`src/rtl/d_mem.sv`:
```
// Data memory for the 12-bit microcontroller: DEPTH x DATA_W single-port RAM,
// synchronous write, combinational read. Define DMEM_WR_BYPASS_EN for write-first reads.
module d_mem #(
  parameter int DATA_W = 8,
  parameter int ADDR_W = 4
) (
  input  logic              clk,
  input  logic              rst,
  input  logic              Enable,
  input  logic              Write_en,
  input  logic [ADDR_W-1:0] Address_port,
  input  logic [DATA_W-1:0] Input_data,
  output logic [DATA_W-1:0] Output_data
);

  localparam int DEPTH = 1 << ADDR_W;

  logic [DATA_W-1:0] mem_q [DEPTH];
  logic              wr_fire;
  logic [DATA_W-1:0] rd_data;

  // Enable gates both directions; Write_en alone never touches the array.
  assign wr_fire = Enable & Write_en;

  always_ff @(posedge clk or posedge rst) begin
    if (rst) begin
      for (int i = 0; i < DEPTH; i++) begin
        mem_q[i] <= '0;
      end
    end else if (wr_fire) begin
      mem_q[Address_port] <= Input_data;
    end
  end

  always_comb begin
    rd_data = '0;
    if (!rst && Enable) begin
`ifdef DMEM_WR_BYPASS_EN
      if (Write_en) begin
        rd_data = Input_data;
      end else begin
        rd_data = mem_q[Address_port];
      end
`else
      // Read-old: a write in flight shows the word as it was before the edge.
      rd_data = mem_q[Address_port];
`endif
    end
  end

  assign Output_data = rd_data;

endmodule

```
`config.mk`:
```
export PLATFORM = sky130hd
export DESIGN_NAME = d_mem
export DESIGN_NICKNAME = d
export VERILOG_FILES = /design/src/rtl/d_mem.sv
export SDC_FILE = /design/constraint.sdc
export NUM_CORES = 1
export LEC_CHECK = 0
export ABC_CLOCK_PERIOD_IN_PS = 4920
export BUFFER_PORTS_ARGS = -buffer_cell sky130_fd_sc_hd__buf_2
export CORE_MARGIN = 4
export CORE_UTILIZATION = 36
export DETAILED_ROUTE_END_ITERATION = 6
export PLACE_DENSITY = 0.56
export SETUP_SLACK_MARGIN = 0.2
export SLEW_MARGIN = 20
export SYNTH_ARGS = -nofsm -noshare
export SYNTH_HDL_FRONTEND = slang
export SYNTH_SLANG_ARGS = --single-unit
```
`constraint.sdc`:
```
create_clock -name clk -period 4.92 [get_ports clk]
set_input_delay 0 -clock clk [delete_from_list [all_inputs] [get_ports clk]]
set_output_delay 0 -clock clk [all_outputs]
set_load 0.03 [all_outputs]
```
==> impl_metrics.yaml, run 1 <==
status:
  outcome: "complete, no violations"
finish:
  nets: 445
  drive_gt1_frac: 0.491
  layout_commonest_cell: "dfrtp_1"
  fin_area_sq_mm: 0.00699
  mostFrequentLayoutCells: "dfrtp_1 (128), mux2_2 (127), mux2i_1 (23), buf_2 (23)"
  diodes: 0
  largest_register_ffs: 128
  area.growth.synth_to_final_pct: 16.9
  top_register: "mem_q"
  n_fill_cell: 1435
  top_regs: "mem_q x128"
clock_network:
  clk_path_buf_depth: 2
  root_buffer: "clkbuf_16"
  insertion_delay_ns: 0.41
  clk_pin_slew_worst_paths_ns: 0.05
  cts_post_setup_buffers_inserted: 0
  cts_sinks: 128
  cts_hold_buf: 1
  post_cts_resized: 0
  htree_levels: 4
  tritoncts: "done"
  cts_made_buffers: 17
grt:
  grt_max_degree: 74
  grt_overflow_total: 0
  antenna_found_initial: 0
  grt_pass1_wl_um: 22100
  grt_use_total: 0.159
  grt_pass1_vias: 3825
pwr:
  sw_frac_of_total: 0.222
  powerDensity_mw_per_mm2: 469
  power_frac_comb: 0.133
  power_frac_clock: 0.453
  leakagePower_nw: 3.17
  p_seq_frac: 0.415
  vdd_drop_max_mv: 0.247
  switching_power_w: 0.000729
  internal_power_w: 0.00255
  finalPower_w: 0.00328
detailed_routing:
  post_drt_wl_per_cell_um: 20.6
  postRouteAntennaNets: 0
  wl_um: 13600
  vias_per_cell: 5.31
  firstDrtPassIters: 4
  initialDrtViolationCount: 152
  vias: 3493
  drc: 0
placed_design:
  placed_area_sq_mm: 0.00627
  hpwl_um: 8800
  post-place-ws_ns: 2.25
  gp_congestion: 0.789
  port-buffer-count: 23
timing:
  setup_viol: 0
  fin_crit_sh: 0.447
  finalHoldViolations: 0
  max_freq_mhz: 454
  final.min_clock_period_ns: 2.20
  tns_ns: 0
  worst_slack_ns: 2.72
  max-slew-margin-rel: 0.399
  report.final.slew_viol_count: 0
  worst_slew_pin_slew_ns: 0.898
  rsz0062_at_grt: "no"
  fin_skew_ns: 0
worst_setup_path:
  cp.arrival_ns: 2.50
  crit_fanout: 40
  crit_start: "Address_port[1]"
  startpoint_type: "input pin"
  path_class: "input pin to flip-flop"
  crit_path_end_kind: "flip-flop"
  regToRegEndpoint: "mem_q[69]"
  reg2reg_depth: 1
  ff2ff_setup_slack_ns: 4.15
  crit_end: "mem_q[7]"
  critPathRequiredTime_ns: 5.22
  worstReg2RegStart: "mem_q[69]"
die:
  dieArea_sq_mm: 0.0187
  initial_utilization: 0.372
  ios: 24
  rows: 46
  die_h_um: 137
  coreArea_sq_mm: 0.0161
  die_w_um: 137
yosys:
  synth_nets: 425
  ys.warnings.count: 0
  synth_cell_types: 29
  syn_inst: 409
  seq_area_frac_synth: 0.536
  syn_avg_cell_area_sq_um: 14.6
  ys_seq_elements: 128
  synth_area_sq_mm: 0.00598
hold_path:
  hold_path.class: "input pin to flip-flop"
job:
  cap_violations: 0
## power groups by stage
stage                     registers (W)  logic [W]  clock network (W)
final                           0.00136   0.000435            0.00148
after global routing            0.00138   0.000480            0.00155
after CTS                       0.00136   0.000443            0.00151
after detailed placement        0.00138   0.000440                  0
after global placement          0.00137   0.000428                  0
after floorplan                 0.00134   0.000359                  0
## per-layer routing
| layer | part of all wire | track usage | vias to the layer above | routed length, um |
|---|---|---|---|---|
| li1 | - | - | 1558 | - |
| met1 | 0.48 | 0.224 | 1850 | 6530 |
| met2 | 0.47 | 0.240 | 64 | 6310 |
| met3 | 0.037 | 0.0412 | 21 | 504 |
| met4 | 0.016 | 0.0543 | 0 | 222 |
| met5 | 0 | 0 | - | 0 |
## how the worst min path moves through the flow
stage / from / endpoint / slack [ns] / cells after the start
2_1_floorplan: Input_data[0] / mem_q[16] / 0.15 / 1
3_3_place_gp: rst / mem_q[77] / 0.27 / 2
3_5_place_dp: rst / mem_q[55] / 0.27 / 2
4_1_cts: Input_data[7] / mem_q[95] / 0.06 / 2
5_1_grt: Input_data[7] / mem_q[127] / 0.09 / 2
6_report: Input_data[2] / mem_q[42] / 0.09 / 2
## worst max-delay path: stages
cell	delay, ns
buf_2	0.35
buf_4	0.61
nand4_1	0.30
nor2_1	0.77
mux2_2	0.42
## cell families after synthesis
kind of cell,share of synthesized area
multiplexers,0.362
buffers and inverters,0.0218
AND/OR/NAND/NOR,0.0523
AO/OA/AOI/OAI,0.0283
flip-flops,0.536
## metrics by stage
stage / instances / utilization / hold slack [ns]
2_1_floorplan: 409 / - / 0.152
3_3_place_gp: 625 / 0.390 / 0.266
3_5_place_dp: 625 / 0.390 / 0.270
4_1_cts: 658 / 0.435 / 0.0602
5_1_grt: 658 / 0.435 / 0.0908
6_report: 658 / 0.435 / 0.0897
## cells in the mapped netlist
cell / instances / area, sq um
a21oi_1: 8 / 40.0
nand2b_1: 13 / 81.3
mux4_2: 17 / 383
buf_2: 11 / 55.1
nor2_1: 8 / 30.0
or4_1: 1 / 7.51
nand3b_1: 1 / 7.51
nor2b_1: 1 / 6.26
inv_1: 1 / 3.75
nor3_1: 1 / 5.00
nand3_1: 10 / 50.1
o211ai_1: 1 / 7.51
buf_4: 1 / 7.51
mux2_2: 127 / 1430
mux2i_1: 23 / 230
nand2_1: 10 / 37.5
buf_6: 1 / 11.3
o221ai_1: 7 / 61.3
mux2_4: 8 / 120
nand4_1: 2 / 12.5
dfrtp_1: 128 / 3200
or3_1: 1 / 6.26
nor2_4: 3 / 33.8
nor3b_1: 1 / 7.51
clkbuf_1: 13 / 48.8
nor4_4: 1 / 21.3
a22oi_1: 8 / 60.1
nand2_2: 1 / 6.26
inv_2: 1 / 3.75
## area by class of cell
type,instances,area [sq um],share of cell area
flip-flops and latches,128,3200,0.458
multi-input cells,253,2650,0.379
clock buffers,24,512,0.0732
well taps,216,270,0.0387
clock inverters,8,196,0.0281
repair buffers,27,148,0.0211
inverters,2,10.0,0.00143
Note: power is estimated with default switching activity, not from simulation.
==> run 2, diff against run 1 <==
ABC_CLOCK_PERIOD_IN_PS = 2100   (was 4920)
clock period = 2.1 ns   (was 4.92 ns; I/O delays follow)
==> impl_metrics.yaml, run 2 (synthesis gave the netlist of run 1 again) <==
hold_path:
  hold_path.class: "input pin to flip-flop"
detailed_routing:
  post_drt_wl_per_cell_um: 21.1
  wl_um: 14200
  firstDrtPassIters: 5
  vias: 3558
  postRouteAntennaNets: 0
  initialDrtViolationCount: 172
  drc: 0
  vias_per_cell: 5.29
worst_setup_path:
  regToRegEndpoint: "mem_q[96]"
  critPathRequiredTime_ns: 2.10
  crit_path_end_kind: "output port"
  crit_fanout: 2
  path_class: "flip-flop to output port"
  startpoint_type: "flip-flop"
  ff2ff_setup_slack_ns: 1.32
  worstReg2RegStart: "mem_q[96]"
  cp.arrival_ns: 1.86
  reg2reg_depth: 1
  crit_end: "Output_data[0]"
  crit_start: "mem_q[72]"
pwr:
  vdd_drop_max_mv: 0.554
  switching_power_w: 0.00171
  power_frac_comb: 0.151
  p_seq_frac: 0.436
  powerDensity_mw_per_mm2: 1030
  sw_frac_of_total: 0.234
  internal_power_w: 0.00558
  leakagePower_nw: 3.23
  power_frac_clock: 0.412
placed_design:
  port-buffer-count: 23
  gp_congestion: 0.783
  hpwl_um: 9340
  placed_area_sq_mm: 0.00642
  post-place-ws_ns: 0.219
finish:
  diodes: 0
  layout_commonest_cell: "dfrtp_1"
  fin_area_sq_mm: 0.00711
  finalCoreUtilization: 0.443
  top_register: "mem_q"
  regArea_sq_mm: 0.00320
  area.growth.synth_to_final_pct: 18.9
  top_regs: "mem_q x128"
  nets: 460
  drive_gt1_frac: 0.524
  n_fill_cell: 1445
  largest_register_ffs: 128
  mostFrequentLayoutCells: "dfrtp_1 (128), mux2_2 (127), mux2i_1 (23)"
  multi_input_area_sq_mm: 0.00270
timing:
  fin_crit_sh: 0.888
  max_freq_mhz: 536
  max-slew-margin-rel: 0.518
  fin_skew_ns: 0
  rsz0062_at_grt: "yes"
  report.final.slew_viol_count: 0
  worst_slack_ns: 0.235
  final.min_clock_period_ns: 1.86
  setup_viol: 0
  worst_slew_pin_slew_ns: 0.722
  finalHoldViolations: 0
  tns_ns: 0
  hold_ws_ns: 0.0961
clock_network:
  htree_levels: 4
  clk_pin_slew_worst_paths_ns: 0.05
  clk_path_buf_depth: 2
  insertion_delay_ns: 0.41
  tritoncts: "done"
  cts_made_buffers: 17
  cts_sinks: 128
  root_buffer: "clkbuf_16"
status:
  outcome: "complete, no violations"
die:
  dieArea_sq_mm: 0.0187
  die_w_um: 137
  die_h_um: 137
  ios: 24
  initial_utilization: 0.372
  coreArea_sq_mm: 0.0161
  rows: 46
grt:
  antenna_found_initial: 0
  grt_use_total: 0.167
  grt_overflow_total: 0
  grt_pass1_wl_um: 22900
  grt_max_degree: 53
  grt_pass1_vias: 3859
job:
  cap_violations: 0
[run 2: cell types whose count changed in the layout (fill, tap and decap cells not counted), sizes merged]
cell    previous run  this run
clkinv             1         2
buf               26        40
clkbuf            24        28
inv                2         1
bufinv             6         2
[run 2: worst min path at each step]
stage                  startpoint    endpoint  slack (ns)  depth (start not counted)
CTS                 Input_data[4]  mem_q[116]        0.09                          2
finish              Input_data[7]   mem_q[63]         0.1                          2
floorplan           Input_data[0]   mem_q[16]        0.15                          1
global placement              rst   mem_q[72]        0.17                          2
detailed placement            rst   mem_q[80]        0.18                          2
global route        Input_data[7]   mem_q[63]        0.11                          2
[run 2: area by class of cell]
class / instances / area share
inverter: 2 / 0.00158
timing repair buffer: 42 / 0.0433
clock buffer: 27 / 0.0764
multi-input combinational: 253 / 0.380
clock inverter: 4 / 0.00986
tap: 216 / 0.0380
sequential: 128 / 0.451
[run 2: worst max-delay path: stages, from the launching register on]
cell	delay, ns
dfrtp_1	0.38
mux4_2	0.50
nand2b_1	0.18
nand3_2	0.11
nand2_2	0.09
buf_4	0.18
[run 2: what timing repair did]
item	in CTS	in global routing
resized for setup	5	10
endpoints found under the hold margin	29	0
hold buffers	1	0
setup buffers	0	0
pin swaps	0	1
setup endpoints to repair	3	6
cloned	0	0
[run 2: routing by layer]
layer  routed length, um  up-vias  track usage
li1                    -     1586            -
met1                6840     1879        0.244
met2                6540       77        0.247
met3                 587       16       0.0382
met4                 186        0       0.0549
met5                   0        -            0
[run 2: power groups by stage]
stage          Combinational (W)  Clock, W  Sequential [W]
3_5_place_dp             0.00108         0         0.00322
4_1_cts                  0.00109   0.00306         0.00318
5_1_grt                  0.00121   0.00318         0.00325
3_3_place_gp             0.00104         0         0.00320
2_1_floorplan           0.000841         0         0.00314
6_report                 0.00110   0.00301         0.00318
[run 2: stage by stage]
step | std cells | power, W
2_1_floorplan | 409 | 0.00398
4_1_cts | 672 | 0.00734
3_5_place_dp | 640 | 0.00430
6_report | 672 | 0.00729
5_1_grt | 672 | 0.00763
3_3_place_gp | 640 | 0.00424
==> run 3, diff against run 2 <==
CTS_BUF_LIST = sky130_fd_sc_hd__clkbuf_16   (was default)
==> impl_metrics.yaml, run 3 (synthesis gave the netlist of run 1 again) <==
status:
  outcome: "complete, no violations"
worst_setup_path:
  startpoint_type: "flip-flop"
  path_class: "flip-flop to output port"
  crit_buf_inv: 1
  cp.arrival_ns: 1.84
  crit_end: "Output_data[0]"
  worstReg2RegStart: "mem_q[0]"
  ff2ff_setup_slack_ns: 1.32
  cpMaxStageDelayCell: "mux4_2"
  slowest_delay_ns: 0.52
  crit_fanout: 2
  crit_start: "mem_q[8]"
  regToRegEndpoint: "mem_q[0]"
  reg2reg_depth: 1
  crit_family: "multiplexers"
  crit_path_end_kind: "output port"
  critPathRequiredTime_ns: 2.10
  crit_chain: "mux4_2 -> o221ai_1 -> nand2_2 -> buf_4"
  cp_num_cells: 4
clock_network:
  clk_pin_slew_worst_paths_ns: 0.05
  cts_made_buffers: 17
  clk_path_buf_depth: 2
  tritoncts: "done"
  cts_sinks: 128
  root_buffer: "clkbuf_16"
  insertion_delay_ns: 0.42
  htree_levels: 4
  cts_post_setup_buffers_inserted: 0
timing:
  setup_viol: 0
  fin_crit_sh: 0.875
  max-slew-margin-rel: 0.523
  report.final.slew_viol_count: 0
  max_freq_mhz: 544
  rsz0062_at_grt: "yes"
  fin_skew_ns: 0
  worst_slew_pin_slew_ns: 0.714
  worst_slack_ns: 0.262
  final.min_clock_period_ns: 1.84
  hold_ws_ns: 0.0977
  finalHoldViolations: 0
  tns_ns: 0
pwr:
  switching_power_w: 0.00170
  p_seq_frac: 0.456
  internal_power_w: 0.00527
  powerDensity_mw_per_mm2: 992
  power_frac_comb: 0.157
  leakagePower_nw: 3.19
  power_frac_clock: 0.386
  sw_frac_of_total: 0.243
  finalPower_w: 0.00697
  vdd_drop_max_mv: 0.548
finish:
  layout_commonest_cell: "dfrtp_1"
  nets: 460
  area.growth.synth_to_final_pct: 17.5
  largest_register_ffs: 128
  mostFrequentLayoutCells: "dfrtp_1 (128), mux2_2 (127), mux2i_1 (23)"
  top_regs: "mem_q x128"
  diodes: 0
  drive_gt1_frac: 0.504
  top_register: "mem_q"
die:
  die_w_um: 137
  dieArea_sq_mm: 0.0187
  ios: 24
  die_h_um: 137
  coreArea_sq_mm: 0.0161
  initial_utilization: 0.372
  rows: 46
hold_path:
  hold_path.class: "input pin to flip-flop"
grt:
  antenna_found_initial: 0
  grt_pass1_wl_um: 22800
  grt_max_degree: 53
  grt_use_total: 0.167
  grt_pass1_vias: 3857
  grt_overflow_total: 0
detailed_routing:
  initialDrtViolationCount: 142
  wl_um: 14100
  vias: 3575
  post_drt_wl_per_cell_um: 20.9
  drc: 0
  firstDrtPassIters: 4
  postRouteAntennaNets: 0
  vias_per_cell: 5.32
placed_design:
  gp_congestion: 0.783
  port-buffer-count: 23
  hpwl_um: 9340
  post-place-ws_ns: 0.219
job:
  cap_violations: 0
run 3: changes by cell type in the layout (fill, tap and decap cells not counted), sizes merged:
cell / previous run / this run
clkbuf: 28 / 17
clkinv: 2 / 10
inv: 1 / 3
buf: 40 / 41
run 3: per-stage QoR:
stage | area (sq um) | std cells | utilization
4_1_cts | 6980 | 672 | 0.435
2_1_floorplan | 5980 | 409 | -
6_report | 7020 | 672 | 0.437
3_5_place_dp | 6420 | 640 | 0.400
3_3_place_gp | 6420 | 640 | 0.400
5_1_grt | 7020 | 672 | 0.437
run 3: how the worst min path moves through the flow:
stage                  startpoint         end  slack (ns)  cells past startpoint
global placement              rst   mem_q[72]        0.17                      2
global route        Input_data[7]   mem_q[63]        0.11                      2
finish              Input_data[7]   mem_q[63]         0.1                      2
floorplan           Input_data[0]   mem_q[16]        0.15                      1
detailed placement            rst   mem_q[80]        0.18                      2
CTS                 Input_data[4]  mem_q[116]        0.09                      2
run 3: layer usage:
layer  vias up  track usage  part of all wire
li1       1583            -                 -
met1      1906        0.244              0.50
met2        66        0.246              0.46
met3        20       0.0360             0.031
met4         0       0.0565             0.016
met5         -            0                 0
run 3: cell type report:
| type | count | area [sq um] |
|---|---|---|
| clock inverters | 14 | 108 |
| multi-input cells | 253 | 2700 |
| well taps | 216 | 270 |
| repair buffers | 42 | 312 |
| clock buffers | 17 | 425 |
| flip-flops and latches | 128 | 3200 |
| fillers | 1461 | 9030 |
| inverters | 2 | 11.3 |
run 3: what timing repair did:
| item | CTS | global route |
|---|---|---|
| hold endpoints to repair | 29 | 0 |
| pin swaps | 0 | 3 |
| resized for setup | 5 | 11 |
| cloned | 0 | 0 |
| setup endpoints to repair | 3 | 6 |
| hold buffers | 1 | 0 |
run 3: power by group through the flow:
stage / sequential [W] / combinational, W / clock, W
finish: 0.00318 / 0.00110 / 0.00269
global placement: 0.00320 / 0.00104 / 0
detailed placement: 0.00322 / 0.00108 / 0
floorplan: 0.00314 / 0.000841 / 0
CTS: 0.00318 / 0.00109 / 0.00274
global route: 0.00325 / 0.00120 / 0.00286
